--- src/rtl/nn_tx_pkg.sv ---
// Shared constants, controller state encoding and frame helpers for the result transmitter.
// Latency: none (declarations and pure functions only).
// Backpressure: not applicable.
package nn_tx_pkg;

   localparam logic [7:0] HEADER_BYTE   = 8'hA5;
   localparam int         FRAME_BYTES   = 5;

   // Line levels of the framing bits and the number of line bits per byte
   localparam logic       START         = 1'b0;
   localparam logic       STOP          = 1'b1;
   localparam int         BITS_PER_BYTE = 10;

   // One-hot controller states
   typedef enum logic [3:0] {
      ST_IDLE = 4'b0001,
      ST_LOAD = 4'b0010,
      ST_SEND = 4'b0100,
      ST_DONE = 4'b1000
   } state_t;

   // Checksum covers the three data bytes only, never the header
   function automatic logic [7:0] frame_checksum(input logic [23:0] word);
      return word[23:16] ^ word[15:8] ^ word[7:0];
   endfunction

   // Byte at position idx of the five-byte frame
   function automatic logic [7:0] frame_byte(input logic [2:0]  idx,
                                             input logic [23:0] word,
                                             input logic [7:0]  csum);
      logic [7:0] b;
      case (idx)
         3'd0:    b = HEADER_BYTE;
         3'd1:    b = word[23:16];
         3'd2:    b = word[15:8];
         3'd3:    b = word[7:0];
         3'd4:    b = csum;
         default: b = HEADER_BYTE;
      endcase
      return b;
   endfunction

endpackage

--- src/rtl/uart_tx_byte.sv ---
// UART 8N1 byte serializer with a one-deep holding register for gapless back-to-back bytes.
// Latency: a byte accepted while the line is idle drives its start bit in the next cycle.
// Backpressure: byteReady is high whenever the holding register is empty.
module uart_tx_byte
   import nn_tx_pkg::*;
#(
   parameter int CLKS_PER_BIT = 868
) (
   input  logic       clk,
   input  logic       rst,
   input  logic       byteValid,
   input  logic [7:0] byteData,
   output logic       byteReady,
   output logic       txOut
);

   localparam int                CNT_W   = $clog2(CLKS_PER_BIT);
   localparam logic [CNT_W-1:0]  CNT_MAX = CNT_W'(CLKS_PER_BIT - 1);
   localparam logic [3:0]        BIT_MAX = 4'(BITS_PER_BYTE - 1);

   logic             hold_vld_q, hold_vld_d;
   logic [7:0]       hold_dat_q, hold_dat_d;
   logic             active_q,   active_d;
   logic [9:0]       shift_q,    shift_d;
   logic [3:0]       bit_idx_q,  bit_idx_d;
   logic [CNT_W-1:0] clk_cnt_q,  clk_cnt_d;
   logic             tx_q,       tx_d;

   logic             accept;
   logic             bit_end;
   logic             last_end;
   logic             can_load;

   assign byteReady = !hold_vld_q;
   assign txOut     = tx_q;

   // Next-state of holding register, shifter and bit timing
   always_comb begin
      hold_vld_d = hold_vld_q;
      hold_dat_d = hold_dat_q;
      active_d   = active_q;
      shift_d    = shift_q;
      bit_idx_d  = bit_idx_q;
      clk_cnt_d  = clk_cnt_q;
      tx_d       = tx_q;

      accept   = byteValid && !hold_vld_q;
      bit_end  = active_q && (clk_cnt_q == CNT_MAX);
      last_end = bit_end && (bit_idx_q == BIT_MAX);
      // The shifter takes a new byte when idle, or on the last cycle of a stop bit
      can_load = !active_q || last_end;

      if (accept) begin
         hold_vld_d = 1'b1;
         hold_dat_d = byteData;
      end

      if (can_load && (hold_vld_q || accept)) begin
         // A byte offered to an idle shifter bypasses the holding register
         shift_d    = {STOP, (hold_vld_q ? hold_dat_q : byteData), START};
         hold_vld_d = 1'b0;
         active_d   = 1'b1;
         bit_idx_d  = '0;
         clk_cnt_d  = '0;
         tx_d       = START;
      end else if (last_end) begin
         active_d  = 1'b0;
         bit_idx_d = '0;
         clk_cnt_d = '0;
         tx_d      = STOP;
      end else if (bit_end) begin
         bit_idx_d = bit_idx_q + 4'd1;
         clk_cnt_d = '0;
         tx_d      = shift_q[bit_idx_q + 4'd1];
      end else if (active_q) begin
         clk_cnt_d = clk_cnt_q + 1'b1;
      end
   end

   // State registers; reset leaves the line idle high
   always_ff @(posedge clk) begin
      if (rst) begin
         hold_vld_q <= 1'b0;
         hold_dat_q <= '0;
         active_q   <= 1'b0;
         shift_q    <= '1;
         bit_idx_q  <= '0;
         clk_cnt_q  <= '0;
         tx_q       <= STOP;
      end else begin
         hold_vld_q <= hold_vld_d;
         hold_dat_q <= hold_dat_d;
         active_q   <= active_d;
         shift_q    <= shift_d;
         bit_idx_q  <= bit_idx_d;
         clk_cnt_q  <= clk_cnt_d;
         tx_q       <= tx_d;
      end
   end

endmodule

--- src/rtl/nn_result_tx.sv ---
// Frames each 24-bit result as A5, three data bytes MSB first, XOR checksum, sent as UART 8N1.
// Latency: LOAD in the cycle after the trigger edge, start bit one cycle later; 50*CLKS_PER_BIT line cycles.
// Backpressure: none upstream; one-deep pending buffer, further triggers are dropped and flagged by overrun.
module nn_result_tx
   import nn_tx_pkg::*;
#(
   parameter int CLKS_PER_BIT = 868
) (
   input  logic        clk,
   input  logic        rst,
   input  logic        trigIn,
   input  logic [23:0] dataIn,
   output logic        txOut,
   output logic        busy,
   output logic        frameDone,
   output logic        overrun
);

   localparam int               FRM_CYCLES = FRAME_BYTES * BITS_PER_BYTE * CLKS_PER_BIT;
   localparam int               FCNT_W     = $clog2(FRM_CYCLES);
   localparam logic [FCNT_W-1:0] FCNT_LAST = FCNT_W'(FRM_CYCLES - 1);
   localparam logic [2:0]       LAST_IDX   = 3'(FRAME_BYTES - 1);

   state_t            state_q, state_d;
   logic [23:0]       frame_q, frame_d;
   logic [7:0]        csum_q, csum_d;
   logic [2:0]        byte_idx_q, byte_idx_d;
   logic [FCNT_W-1:0] fcnt_q, fcnt_d;
   logic              pend_vld_q, pend_vld_d;
   logic [23:0]       pend_dat_q, pend_dat_d;
   logic              overrun_q, overrun_d;

   logic              byte_vld;
   logic [7:0]        byte_dat;
   logic              byte_rdy;
   logic              byte_fire;
   logic              trig_to_buffer;

   assign overrun   = overrun_q;
   assign byte_fire = byte_vld && byte_rdy;

   // Triggers outside IDLE go to the pending buffer; in DONE with an empty buffer the
   // word is chained straight into the frame register instead, which is the same outcome
   assign trig_to_buffer = trigIn &&
                           ((state_q == ST_LOAD) || (state_q == ST_SEND) ||
                            ((state_q == ST_DONE) && pend_vld_q));

   uart_tx_byte #(
      .CLKS_PER_BIT (CLKS_PER_BIT)
   ) u_ser (
      .clk       (clk),
      .rst       (rst),
      .byteValid (byte_vld),
      .byteData  (byte_dat),
      .byteReady (byte_rdy),
      .txOut     (txOut)
   );

   // Controller state register
   always_ff @(posedge clk) begin
      if (rst) begin
         state_q <= ST_IDLE;
      end else begin
         state_q <= state_d;
      end
   end

   // Controller next state; frame end is timed by counting line cycles since the
   // serializer sends the five bytes without gaps
   always_comb begin
      state_d = state_q;
      unique case (state_q)
         ST_IDLE: if (trigIn) state_d = ST_LOAD;
         ST_LOAD: state_d = ST_SEND;
         ST_SEND: if (fcnt_q == FCNT_LAST) state_d = ST_DONE;
         ST_DONE: state_d = (pend_vld_q || trigIn) ? ST_LOAD : ST_IDLE;
         default: state_d = ST_IDLE;
      endcase
   end

   // Controller outputs and byte hand-off to the serializer
   always_comb begin
      busy      = (state_q != ST_IDLE);
      frameDone = (state_q == ST_DONE);
      byte_vld  = 1'b0;
      byte_dat  = HEADER_BYTE;
      unique case (state_q)
         ST_LOAD: byte_vld = 1'b1;
         ST_SEND: begin
            if (byte_idx_q < LAST_IDX) begin
               byte_vld = 1'b1;
               byte_dat = frame_byte(byte_idx_q + 3'd1, frame_q, csum_q);
            end
         end
         default: ;
      endcase
   end

   // Frame register, checksum, byte index, frame timer, pending buffer, overrun
   always_comb begin
      frame_d    = frame_q;
      csum_d     = csum_q;
      byte_idx_d = byte_idx_q;
      fcnt_d     = fcnt_q;
      pend_vld_d = pend_vld_q;
      pend_dat_d = pend_dat_q;
      overrun_d  = overrun_q;

      unique case (state_q)
         ST_IDLE: if (trigIn) frame_d = dataIn;
         ST_LOAD: begin
            csum_d     = frame_checksum(frame_q);
            byte_idx_d = '0;
            fcnt_d     = '0;
         end
         ST_SEND: begin
            fcnt_d = fcnt_q + 1'b1;
            if (byte_fire) byte_idx_d = byte_idx_q + 3'd1;
         end
         ST_DONE: begin
            if (pend_vld_q) begin
               frame_d    = pend_dat_q;
               pend_vld_d = 1'b0;
            end else if (trigIn) begin
               frame_d = dataIn;
            end
         end
         default: ;
      endcase

      // A full buffer keeps its older word; the newcomer is dropped and flagged
      if (trig_to_buffer) begin
         if (pend_vld_q) begin
            overrun_d = 1'b1;
         end else begin
            pend_vld_d = 1'b1;
            pend_dat_d = dataIn;
         end
      end
   end

   // Datapath registers
   always_ff @(posedge clk) begin
      if (rst) begin
         frame_q    <= '0;
         csum_q     <= '0;
         byte_idx_q <= '0;
         fcnt_q     <= '0;
         pend_vld_q <= 1'b0;
         pend_dat_q <= '0;
         overrun_q  <= 1'b0;
      end else begin
         frame_q    <= frame_d;
         csum_q     <= csum_d;
         byte_idx_q <= byte_idx_d;
         fcnt_q     <= fcnt_d;
         pend_vld_q <= pend_vld_d;
         pend_dat_q <= pend_dat_d;
         overrun_q  <= overrun_d;
      end
   end

endmodule

--- config.mk ---
export PLATFORM = sky130hd
export DESIGN_NAME = nn_result_tx
export DESIGN_NICKNAME = d
export VERILOG_FILES = /design/src/rtl/nn_tx_pkg.sv /design/src/rtl/uart_tx_byte.sv /design/src/rtl/nn_result_tx.sv
export SDC_FILE = /design/constraint.sdc
export NUM_CORES = 1
export LEC_CHECK = 0
export BUFFER_PORTS_ARGS = -buffer_cell sky130_fd_sc_hd__buf_2
export CORE_UTILIZATION = 50
export CTS_BUF_LIST = sky130_fd_sc_hd__clkbuf_4 sky130_fd_sc_hd__clkbuf_8 sky130_fd_sc_hd__clkbuf_16
export DETAILED_ROUTE_END_ITERATION = 7
export PLACE_DENSITY = 0.67
export SETUP_SLACK_MARGIN = 0.3
export SYNTH_ARGS = -nofsm -noshare
export SYNTH_HDL_FRONTEND = slang
export SYNTH_SLANG_ARGS = --single-unit
--- constraint.sdc ---
create_clock -name clk -period 2.3 [get_ports clk]
set_input_delay 0 -clock clk [delete_from_list [all_inputs] [get_ports clk]]
set_output_delay 0 -clock clk [all_outputs]
set_load 0.01 [all_outputs]
==> impl_metrics.toml <==
[status]
status = "finished clean"

[critical_path]
r2r_start = "u_ser.clk_cnt_q[4]"
worst_ep_required_time_ns = 2.68
ff2ff_path_depth = 6
critPathKind = "reg2reg"
start_kind = "register"
critPathArrivalTime_ns = 2.36
crit_fanout = 8
end_kind = "register"
reg2reg_slack_ns = 0.32
rr_endpoint = "u_ser.shift_q[4]"

[die]
io_pins = 31
initial_core_util_pct = 52.4
core_um2 = 10500
rows = 37
die_height_um = 107
die_w_um = 107
die-area_um2 = 11400

[logic_synthesis]
ys_warn_count = 0
synth-main-ff-cell = "dfxtp_1"
synth.largest_area_cell = "dfxtp_1"
async_flop_share_pct = 0
ys_ff_latch = 115
synth_cells = 677
synthesis.nets = 713
avgSynthCellArea_um2 = 8.09
ys_seq_area_share_pct = 42.0
synth_common_cells = "dfxtp_1, nand2_1, nor2_1"
synth_top_area_share_pct = 42.0
synth.most_common_cell = "dfxtp_1"
ys_top_cells_by_area = "dfxtp_1, nand2_1, a21oi_1"
synthDistinctLibCells = 56
synth-edff-count = 0
netlist_area_um2 = 5480

[finish]
layout-drive-gt1-share_pct = 17.1
fin_nets = 764
fillers = 897
diodes = 0
area_growth_pct = 24.5
fin_util_pct = 65.2
instances_no_fill = 877

[grt]
grt_first_pass_wirelength_um = 23000
antenna_found_initial = 0
grt_max_degree = 51
grt_usage_pct = 25.7
overflow = 0
grt_pass1_vias = 4763

[pwr]
power_density_nw_per_um2 = 755
p_leak_nw = 2.42
finalPower_mw = 5.15
vdd_drop_max_v = 0.000534

[sta]
finClkSkew_ns = 0.00983
setup_viol = 0
timing.slew.headroom_pct = 53.1
tightest_slew_ns = 0.703
max_freq_mhz = 504
fin_ws_ns = 0.316
final-hold-violation-count = 0
fin_crit_sh_pct = 86.3
slew_violations = 0
min_period_ns = 1.98
tns_ns = 0
rsz0062_at_grt = "yes"

[place]
dpl_worst_slack_ns = 0.0997
port_buffers = 30
place.gp.congestion = 0.843
hpwl_um = 8710
dp_cells = 815

[clocking]
cts_buffer_depth = 2
root_buffer = "clkbuf_8"
htreeDepth = 4
insertion_delay_ns = 0.51
clkTransAtPathRegs_ns = 0.06
cts_tree = "built"
numCtsBuffers = 17
cts.sink_count = 115

[detailed_routing]
drc = 0
drtIter0Drc = 338
vias_per_cell = 5.76
drtAntennaViolNets = 0
routed_wl_um = 13800
wl_per_cell_um = 15.7
num_vias = 5049
first_pass_iters = 5

[worst_hold_path]
hold_path_end = "pend_dat_q[15]"
min_from = "dataIn[15]"
hold_depth = 4
hold_path_class = "in2reg"

[flow_run]
maxCapViolations = 0
flip-flops by register name, summed over array words and instances, names as in the netlist, 3 cells and up:
register,count
fcnt_q,16
u_ser.shift_q,9
pend_dat_q,24
frame_q,24
u_ser.clk_cnt_q,10
byte_idx_q,3
csum_q,8
u_ser.bit_idx_q,4
state_q,4
u_ser.hold_dat_q,8
worst max-delay path, stage by stage, from the launching register on:
cell     delay [ns]
dfxtp_1        0.33
or4_4          0.57
o41ai_4        0.35
buf_4          0.19
o21ai_4        0.11
nor2_2         0.19
a22oi_1        0.11
area by class of cell:
class	instances	area, um^2	share of cell area, %
tap	136	170	2.50
sequential	115	2300	33.8
multi-input combinational	508	3090	45.4
clock inverter	9	128	1.87
clock buffer	23	478	7.01
timing repair buffer	81	629	9.23
inverter	5	18.8	0.275
cell usage in the layout (no fill, tap or decap), types with 5 or more instances in the layout:
master / instances
a21oi_1: 58
a222oi_1: 8
a22oi_1: 38
buf_2: 30
buf_4: 20
clkbuf_16: 16
dfxtp_1: 115
dlygate4sd3_1: 26
ha_1: 6
inv_1: 5
nand2_1: 105
nand2b_1: 6
nand3_1: 41
nand3b_1: 9
nand4_1: 7
nor2_1: 74
nor2b_1: 5
nor3_1: 5
nor3b_1: 5
o21ai_0: 36
xnor2_1: 24
xor2_1: 7
report_power, final:
part / leakage [nW] / switching (mW) / internal [mW] / total [mW]
Clock: 0.294 / 0.890 / 1.76 / 2.65
Sequential: 0.932 / 0.0498 / 2.05 / 2.10
Combinational: 1.20 / 0.215 / 0.182 / 0.397
routing by layer:
layer  track usage (%)  routed length [um]  up-vias
met5                 0                   0        -
met4              8.32                 140        0
li1                  -                   -     2511
met2              42.3                6590      125
met1              33.6                6430     2402
met3              5.11                 608       11
cell families after synthesis:
kind of cell | after synthesis | share of synthesized area (%)
and+or+nand+nor | 292 | 25.7
AOI/OAI and AO/OA | 165 | 18.8
DFF | 115 | 42.0
buffers and inverters | 55 | 4.00
xor gates and xnor gates | 31 | 4.96
muxes | 10 | 2.49
adders and majority gates | 9 | 2.06
stage by stage:
stage	hold WS, ns	instance area (um^2)
after floorplan	0.136	5510
after global placement	0.251	5820
after detailed placement	0.257	5820
after CTS	0.260	6770
after global routing	0.284	6820
final	0.287	6820
worst max-delay path by stage:
stage,slack [ns],from,end
after global placement,0.21,u_ser.clk_cnt_q[2],u_ser.shift_q[7]
final,0.32,u_ser.clk_cnt_q[4],u_ser.shift_q[4]
after floorplan,0.27,state_q[0],fcnt_q[15]
after global routing,0.23,state_q[1],u_ser.bit_idx_q[2]
after CTS,0.31,u_ser.clk_cnt_q[2],u_ser.shift_q[4]
after detailed placement,0.1,u_ser.clk_cnt_q[2],u_ser.shift_q[4]
repair_timing:
| item | CTS | global route |
|---|---|---|
| hold buffers | 26 | 0 |
| pin swaps | 2 | 6 |
| endpoints found under the setup margin | 28 | 45 |
| endpoints found under the hold margin | 52 | 0 |
| gates cloned | 1 | 0 |
| buffers inserted | 3 | 0 |
| resized for setup | 8 | 14 |
(Power assumes the default switching activity.)
